File: src/rtl/iob_reset_seq.sv
// Reset synchroniser and sequencer: synchronises arst_n_i deassertion, stretches it,
// then releases N_OUT active-high reset domains in ascending index order.
module iob_reset_seq #(
  parameter int unsigned SYNC_STAGES    = 2,
  parameter int unsigned N_OUT          = 3,
  parameter int unsigned STRETCH_CYCLES = 4,
  parameter int unsigned STEP_CYCLES    = 2
) (
  input  logic             clk_i,
  input  logic             arst_n_i,
  input  logic             sw_rst_i,
  output logic [N_OUT-1:0] arst_o,
  output logic             done_o
);

  localparam int unsigned STRETCH_W = $clog2(STRETCH_CYCLES + 1);
  localparam int unsigned STEP_W    = $clog2(STEP_CYCLES + 1);

  typedef enum logic [1:0] {
    ST_RESET,
    ST_STRETCH,
    ST_RELEASE,
    ST_DONE
  } state_t;

  state_t                 state_q, state_d;
  logic [SYNC_STAGES-1:0] sync_q;
  logic                   sync_ok;
  logic [STRETCH_W-1:0]   stretch_cnt_q, stretch_cnt_d;
  logic [STEP_W-1:0]      step_cnt_q, step_cnt_d;
  logic [N_OUT-1:0]       arst_q, arst_d, arst_shift;
  logic                   done_q, done_d;

  always_ff @(posedge clk_i or negedge arst_n_i) begin
    if (!arst_n_i) begin
      sync_q <= '0;
    end else begin
      sync_q <= {sync_q[SYNC_STAGES-2:0], 1'b1};
    end
  end

  assign sync_ok = sync_q[SYNC_STAGES-1];

  // Domains release lowest index first, so shifting a zero in from the LSB
  // clears exactly the next output; an all-zero result means the last one went.
  assign arst_shift = arst_q << 1;

  always_ff @(posedge clk_i or negedge arst_n_i) begin
    if (!arst_n_i) begin
      state_q       <= ST_RESET;
      stretch_cnt_q <= '0;
      step_cnt_q    <= '0;
      arst_q        <= '1;
      done_q        <= 1'b0;
    end else begin
      state_q       <= state_d;
      stretch_cnt_q <= stretch_cnt_d;
      step_cnt_q    <= step_cnt_d;
      arst_q        <= arst_d;
      done_q        <= done_d;
    end
  end

  always_comb begin
    state_d       = state_q;
    stretch_cnt_d = stretch_cnt_q;
    step_cnt_d    = step_cnt_q;
    arst_d        = arst_q;
    done_d        = done_q;

    case (state_q)
      ST_RESET: begin
        if (sync_ok) begin
          state_d       = ST_STRETCH;
          stretch_cnt_d = '0;
        end
      end
      ST_STRETCH: begin
        if (stretch_cnt_q == STRETCH_W'(STRETCH_CYCLES - 1)) begin
          arst_d        = arst_shift;
          stretch_cnt_d = '0;
          step_cnt_d    = '0;
          if (arst_shift == '0) begin
            state_d = ST_DONE;
            done_d  = 1'b1;
          end else begin
            state_d = ST_RELEASE;
          end
        end else begin
          stretch_cnt_d = stretch_cnt_q + STRETCH_W'(1);
        end
      end
      ST_RELEASE: begin
        if (step_cnt_q == STEP_W'(STEP_CYCLES - 1)) begin
          arst_d     = arst_shift;
          step_cnt_d = '0;
          if (arst_shift == '0) begin
            state_d = ST_DONE;
            done_d  = 1'b1;
          end
        end else begin
          step_cnt_d = step_cnt_q + STEP_W'(1);
        end
      end
      ST_DONE: begin
      end
      default: state_d = ST_RESET;
    endcase

    // Software reset overrides counter progress everywhere except before sync.
    if (sw_rst_i && (state_q != ST_RESET)) begin
      state_d       = ST_STRETCH;
      stretch_cnt_d = '0;
      step_cnt_d    = '0;
      arst_d        = '1;
      done_d        = 1'b0;
    end
  end

  assign arst_o = arst_q;
  assign done_o = done_q;

endmodule

File: config.mk
export PLATFORM = sky130hd
export DESIGN_NAME = iob_reset_seq
export DESIGN_NICKNAME = d
export VERILOG_FILES = /design/src/rtl/iob_reset_seq.sv
export SDC_FILE = /design/constraint.sdc
export NUM_CORES = 1
export LEC_CHECK = 0
export CELL_PAD_IN_SITES_DETAIL_PLACEMENT = 1
export CELL_PAD_IN_SITES_GLOBAL_PLACEMENT = 1
export CORE_UTILIZATION = 42
export DETAILED_ROUTE_END_ITERATION = 10
export GPL_TIMING_DRIVEN = 0
export PLACE_DENSITY_LB_ADDON = 0.1
export SYNTH_ARGS = -nofsm -noshare
export SYNTH_HDL_FRONTEND = slang
export SYNTH_SLANG_ARGS = --single-unit
File: constraint.sdc
create_clock -name clk_i -period 2.2 [get_ports clk_i]
set_input_delay 0.22 -clock clk_i [delete_from_list [all_inputs] [get_ports clk_i]]
set_output_delay 0.22 -clock clk_i [all_outputs]
set_load 0.02 [all_outputs]
==> implementation parameters, run 1 <==
Parameter                              Value

Critical path
  Sort of element at the start of the critical path    flop
  Arrival @ worst endpoint    2.03 ns
  Worst path top cell family by delay    simple AND/OR/NAND/NOR gates
  Cell type of the slowest stage on the worst timing path    sky130_fd_sc_hd__dfrtp_1
  Buf/Inv on CP    1
  Category of the most critical setup path    reg -> reg
  Data required time of the worst path    2.42 ns
  Crit-path cells    inv_1 > ha_1 > nand2b_4 > nand3_2 > and3_4 > mux2_4
  Crit Path Max Fanout    7
  Endpoint class of the critical path    flop
  Highest cell delay on the worst timing path    0.43 ns

Clocking
  TritonCTS buffer count    3
  TritonCTS sink count    13
  Clock tree from TritonCTS    yes
  Number of setup buffers added after CTS    0
  Clock slew at the register clock pins of the worst setup and hold paths    0.08 ns
  Clock root cell    sky130_fd_sc_hd__clkbuf_4
  Number of buffers inserted by hold repair at cts    0
  Maximum number of buffers from clock root to sink    2
  PostCTS Resize Cnt    0
  Depth of the CTS H-tree    1
  Clock network latency to the later pin of the worst-skew pair    0.28 ns

Outcome
  Outcome    completed

Route
  Post-DR vias/cell    5.62
  Post-detailed-route wirelength per cell    15.0 um
  Routed Wire Length    1.34 mm
  Detailed-routing iteration count for the pre-antenna-repair pass    2
  Residual DRC    0
  Routed Antenna Nets    0
  Total via count in the routed design    500
  First-iteration detailed-routing DRC count    1

Power
  Switching component of the power    0.465 mW
  Fraction of power consumed by combinational cells    53.4%
  Clk network pwr share    13.2%
  Switching share of power    40.5%
  VDD IR max    0.000599 V
  Standby leakage power    0.371 nW
  Int Pwr    0.682 mW
  Pwr/cell area    1410 nW/um^2
  Share of total power in sequential cells    33.4%

Global route
  First-pass GRT wire length    2.42 mm
  Maximum number of pins on one net before global-route repair    14
  Initial antenna violation count    0
  Grt total ovfl    0
  Total routing resource utilization after global routing    18.0%
  Vias in the first global route    525

Place
  Count of buffers from port buffering    6
  Number of placed cells counting well taps    85
  Routability cong.    0.726
  Final HPWL from detailed placement    1.00 mm

Run
  # Max-Cap Violations    0

Synthesis
  Post-synth EDFFs    0
  Dominant register cell in the synthesized netlist    sky130_fd_sc_hd__dfrtp_1
  Synth cell types    33
  Flop and latch count out of synthesis    13
  Area fraction of the dominant cell type after synthesis    35.4%
  Mean instance size in the synthesized netlist    11.2 sq um
  Syn Std Cell Area    707 sq um
  Cells after Synth    63
  Seq/Total Area, Yosys    46.5%
  Synthesized netlist net count    70
  Cell type with the highest aggregate area in the netlist    sky130_fd_sc_hd__dfrtp_1
  Ys async rst share    100%
  Top cells by area, synth    sky130_fd_sc_hd__dfrtp_1 35%, sky130_fd_sc_hd__dfstp_2 11%, sky130_fd_sc_hd__ha_1 7.1%
  YS warnings    0

STA
  Final hold viol count    0
  RSZ-0062 raised after global routing    false
  Worst slew slack as a fraction of its limit    59.7%
  Final setup viols    0
  Actual slew at the worst max-slew pin    0.602 ns
  Final critical-path share of the clock period    82.5%
  Sum of negative setup slack    0 ns
  Clock skew    0.00496 ns
  Fmax    551 MHz
  Crit path time final    1.82 ns
  Number of max-slew violations in the final report    0

Layout
  Inserted Diodes    0
  Fraction of final layout cells with drive strength greater than 1    17.8%
  NumNets Final    81
  Most frequent cells in the layout    10 x sky130_fd_sc_hd__dfrtp_1, 6 x sky130_fd_sc_hd__nor2_1, 6 x sky130_fd_sc_hd__clkdlybuf4s50_1
  Synth-to-Final Area Change    15.0%
  Most common cell after layout, fill and taps aside    sky130_fd_sc_hd__dfrtp_1
  Post-route non-filler standard cell count    89

Min path
  Type of the most critical hold path    in -> async

Floorplanning
  Number of standard-cell rows in the floorplan    14
  Die Outline Area    1850 sq um
  Initial Util    45.9%
  Width of the chip    43.0 um
  Die Height    43.0 um
  Placeable core region    1540 sq um
  Total I/O pin count    7
-- state kept, by name (all words and copies together), names as in the netlist --
name           count
stretch_cnt_q      3
step_cnt_q         2
done_o             1
arst_o             3
state_q            2
sync_q             2
-- power by group through the flow --
stage	logic (mW)	clock network, mW	registers, mW
2_1_floorplan	0.421	0	0.415
3_3_place_gp	0.603	0	0.384
3_5_place_dp	0.617	0	0.387
4_1_cts	0.621	0.159	0.384
5_1_grt	0.681	0.169	0.393
6_report	0.612	0.152	0.383
-- cell usage after synthesis, types with 2 or more instances --
cell / instances
sky130_fd_sc_hd__a31oi_1: 2
sky130_fd_sc_hd__a21oi_1: 3
sky130_fd_sc_hd__ha_1: 4
sky130_fd_sc_hd__nand2b_1: 2
sky130_fd_sc_hd__inv_1: 2
sky130_fd_sc_hd__dfstp_2: 3
sky130_fd_sc_hd__nor2_1: 6
sky130_fd_sc_hd__nand2_1: 4
sky130_fd_sc_hd__a211oi_1: 2
sky130_fd_sc_hd__dfrtp_1: 10
sky130_fd_sc_hd__mux2i_1: 2
sky130_fd_sc_hd__o31a_1: 2
-- logic make-up (layout without fill, tap and decap cells) --
kind of cell / Yosys count / after routing / synth area share, %
other cells: 1 / 1 / 0.530
fa+ha+maj: 4 / 4 / 7.08
compound gates: 17 / 17 / 18.4
flops: 13 / 13 / 46.5
simple gates: 21 / 21 / 19.1
mux: 4 / 4 / 6.55
buf+inv: 3 / 13 / 1.77
-- stage by stage --
step	hold WS (ns)	total power [mW]	util, %	setup slack [ns]	cell area, sq um
2_1_floorplan	-0.0756	0.837	-	0.597	707
3_3_place_gp	0.335	0.987	51.1	0.428	787
3_5_place_dp	0.339	1.00	51.1	0.399	787
4_1_cts	0.320	1.16	52.8	0.383	813
5_1_grt	0.360	1.24	52.8	0.256	813
6_report	0.313	1.15	52.8	0.384	813
-- worst paths after layout --
| kind | slack (ns) | endpoint | cells past startpoint | startpoint |
|---|---|---|---|---|
| min in group clk_i | 0.35 | sync_q[1] | 0 | sync_q[0] |
| hold reg to reg | 0.35 | sync_q[1] | 0 | sync_q[0] |
| max in group asynchronous | 1.50 | sync_q[1] | 1 | arst_n_i |
| hold / removal | 0.31 | step_cnt_q[1] | 1 | arst_n_i |
| setup / recovery | 0.38 | arst_o[0] | 6 | state_q[0] |
| setup reg to reg | 0.38 | arst_o[0] | 6 | state_q[0] |
-- cell type report --
type	count	area [sq um]
fillers	172	728
multi-input cells	47	365
flip-flops and latches	13	329
repair buffers	6	60.1
clock buffers	4	26.3
well taps	16	20.0
inverters	2	7.51
plain buffers	1	5.00
-- routing by layer --
metal	vias up	global-route usage, %	share of wire (%)
met5	-	0	0
met4	0	9.09	1.7
met3	2	3.83	3.5
met2	7	26.1	42
met1	241	25.3	52
li1	250	-	-
Power figures use the tool's default switching activity.
==> run 2: changes to the inputs <==
==> constraint.sdc (replaced) <==
create_clock -name clk_i -period 1.9 [get_ports clk_i]
set_input_delay 0.19 -clock clk_i [delete_from_list [all_inputs] [get_ports clk_i]]
set_output_delay 0.19 -clock clk_i [all_outputs]
set_load 0.02 [all_outputs]
==> implementation parameters, run 2 (synthesized netlist as in run 1, its figures left out) <==
Parameter                              Value

Clocking
  Depth of the CTS H-tree    1
  Clock network latency to the later pin of the worst-skew pair    0.28 ns
  Clock root cell    sky130_fd_sc_hd__clkbuf_4
  Clock slew at the register clock pins of the worst setup and hold paths    0.08 ns
  Number of setup buffers added after CTS    0
  TritonCTS sink count    13
  TritonCTS buffer count    3
  Clock tree from TritonCTS    yes
  Maximum number of buffers from clock root to sink    2

STA
  Final setup viols    0
  Crit path time final    1.76 ns
  Number of max-slew violations in the final report    0
  RSZ-0062 raised after global routing    false
  Actual slew at the worst max-slew pin    0.601 ns
  Final critical-path share of the clock period    92.7%
  Fmax    568 MHz
  Worst slew slack as a fraction of its limit    59.8%
  Final hold viol count    0
  Sum of negative setup slack    0 ns
  Clock skew    0.00402 ns

Floorplanning
  Initial Util    45.9%
  Number of standard-cell rows in the floorplan    14
  Width of the chip    43.0 um
  Total I/O pin count    7
  Die Outline Area    1850 sq um
  Die Height    43.0 um
  Placeable core region    1540 sq um

Place
  Routability cong.    0.726
  Count of buffers from port buffering    6
  Final HPWL from detailed placement    1.00 mm

Critical path
  Highest cell delay on the worst timing path    0.44 ns
  Category of the most critical setup path    reg -> reg
  Data required time of the worst path    2.11 ns
  Endpoint of the worst register-to-register path    arst_o[0]
  Arrival @ worst endpoint    1.97 ns
  Register-to-register path setup slack    0.14 ns
  Crit-path cells    inv_1 > ha_2 > nand2b_4 > nand3_2 > and3_4 > mux2_4
  Endpoint class of the critical path    flop
  Crit Path Max Fanout    7
  Cell type of the slowest stage on the worst timing path    sky130_fd_sc_hd__dfrtp_1
  Sort of element at the start of the critical path    flop
  R2r worst-path depth    6
  Reg2reg start    state_q[0]

Global route
  Initial antenna violation count    0
  Maximum number of pins on one net before global-route repair    14
  First-pass GRT wire length    2.42 mm
  M2 GR Usage    26.1%
  Grt total ovfl    0
  Global routing's busiest layer    met2
  Total routing resource utilization after global routing    18.0%
  Vias in the first global route    525
  Global-route met1 utilization    25.3%
  Global Route met3 Usage    3.83%

Layout
  Synth-to-Final Area Change    15.4%
  Most common cell after layout, fill and taps aside    sky130_fd_sc_hd__dfrtp_1
  NumNets Final    81
  Inserted Diodes    0
  Most frequent cells in the layout    10 x sky130_fd_sc_hd__dfrtp_1, 6 x sky130_fd_sc_hd__nor2_1, 6 x sky130_fd_sc_hd__clkdlybuf4s50_1
  Count of filler cells inserted in the layout    172
  Fraction of final layout cells with drive strength greater than 1    19.2%

Outcome
  Outcome    completed

Route
  Routed Antenna Nets    0
  Detailed-routing iteration count for the pre-antenna-repair pass    4
  First-iteration detailed-routing DRC count    5
  Residual DRC    0
  Routed Wire Length    1.34 mm
  Post-DR vias/cell    5.72
  Post-detailed-route wirelength per cell    15.1 um
  Total via count in the routed design    509

Run
  # Max-Cap Violations    0

Power
  VDD IR max    0.000692 V
  Standby leakage power    0.370 nW
  Power after layout    1.33 mW
  Pwr/cell area    1630 nW/um^2

Min path
  Type of the most critical hold path    in -> async
[run 2: cell counts in the layout (fill, tap and decap cells not counted)]
No cell type changed its count.
[run 2: worst max-delay path: cells and delay by family (launching register included)]
family / cells / cell delay [ns]
AND/OR/NAND/NOR: 3 / 0.58
adder cells (fa/ha/maj): 1 / 0.25
flip-flops: 1 / 0.44
multiplexers: 1 / 0.29
buffers and inverters: 1 / 0.13
[run 2: layout make-up]
type / count / area [sq um] / area share (%)
well taps: 16 / 20.0 / 2.45
multi-input cells: 47 / 368 / 45.1
inverters: 2 / 7.51 / 0.920
flip-flops and latches: 13 / 329 / 40.3
repair buffers: 6 / 60.1 / 7.36
plain buffers: 1 / 5.00 / 0.613
clock buffers: 4 / 26.3 / 3.22
[run 2: power breakdown]
group          total (mW)  switching (mW)  internal (mW)
Combinational       0.713           0.381          0.332
Clock               0.174          0.0926         0.0815
Sequential          0.444          0.0638          0.380
Total                1.33           0.538          0.794
[run 2: what timing repair did]
item                       CTS  global route
setup endpoints to repair    0             3
hold buffers                 0             0
gates resized for setup      0             1
[run 2: worst max-delay path by stage]
stage	from	endpoint	slack, ns
floorplan	state_q[0]	step_cnt_q[0]	0.30
global placement	state_q[0]	arst_o[0]	0.14
detailed placement	state_q[0]	arst_o[0]	0.1
CTS	state_q[0]	arst_o[0]	0.08
global route	state_q[1]	stretch_cnt_q[0]	0.04
finish	state_q[0]	arst_o[0]	0.14
[run 2: routing by layer]
layer | part of all wire, % | up-vias
met5 | 0 | -
met4 | 1.7 | 0
met3 | 3.5 | 2
met2 | 43 | 7
met1 | 52 | 250
li1 | - | 250
[run 2: metrics by stage]
step | instances | hold slack, ns | instance area [sq um] | worst slack, ns | util (%)
2_1_floorplan | 63 | -0.106 | 707 | 0.297 | -
3_3_place_gp | 85 | 0.335 | 787 | 0.145 | 51.1
3_5_place_dp | 85 | 0.339 | 787 | 0.0995 | 51.1
4_1_cts | 89 | 0.290 | 813 | 0.0833 | 52.8
5_1_grt | 89 | 0.341 | 816 | 0.0436 | 52.9
6_report | 89 | 0.284 | 816 | 0.139 | 52.9
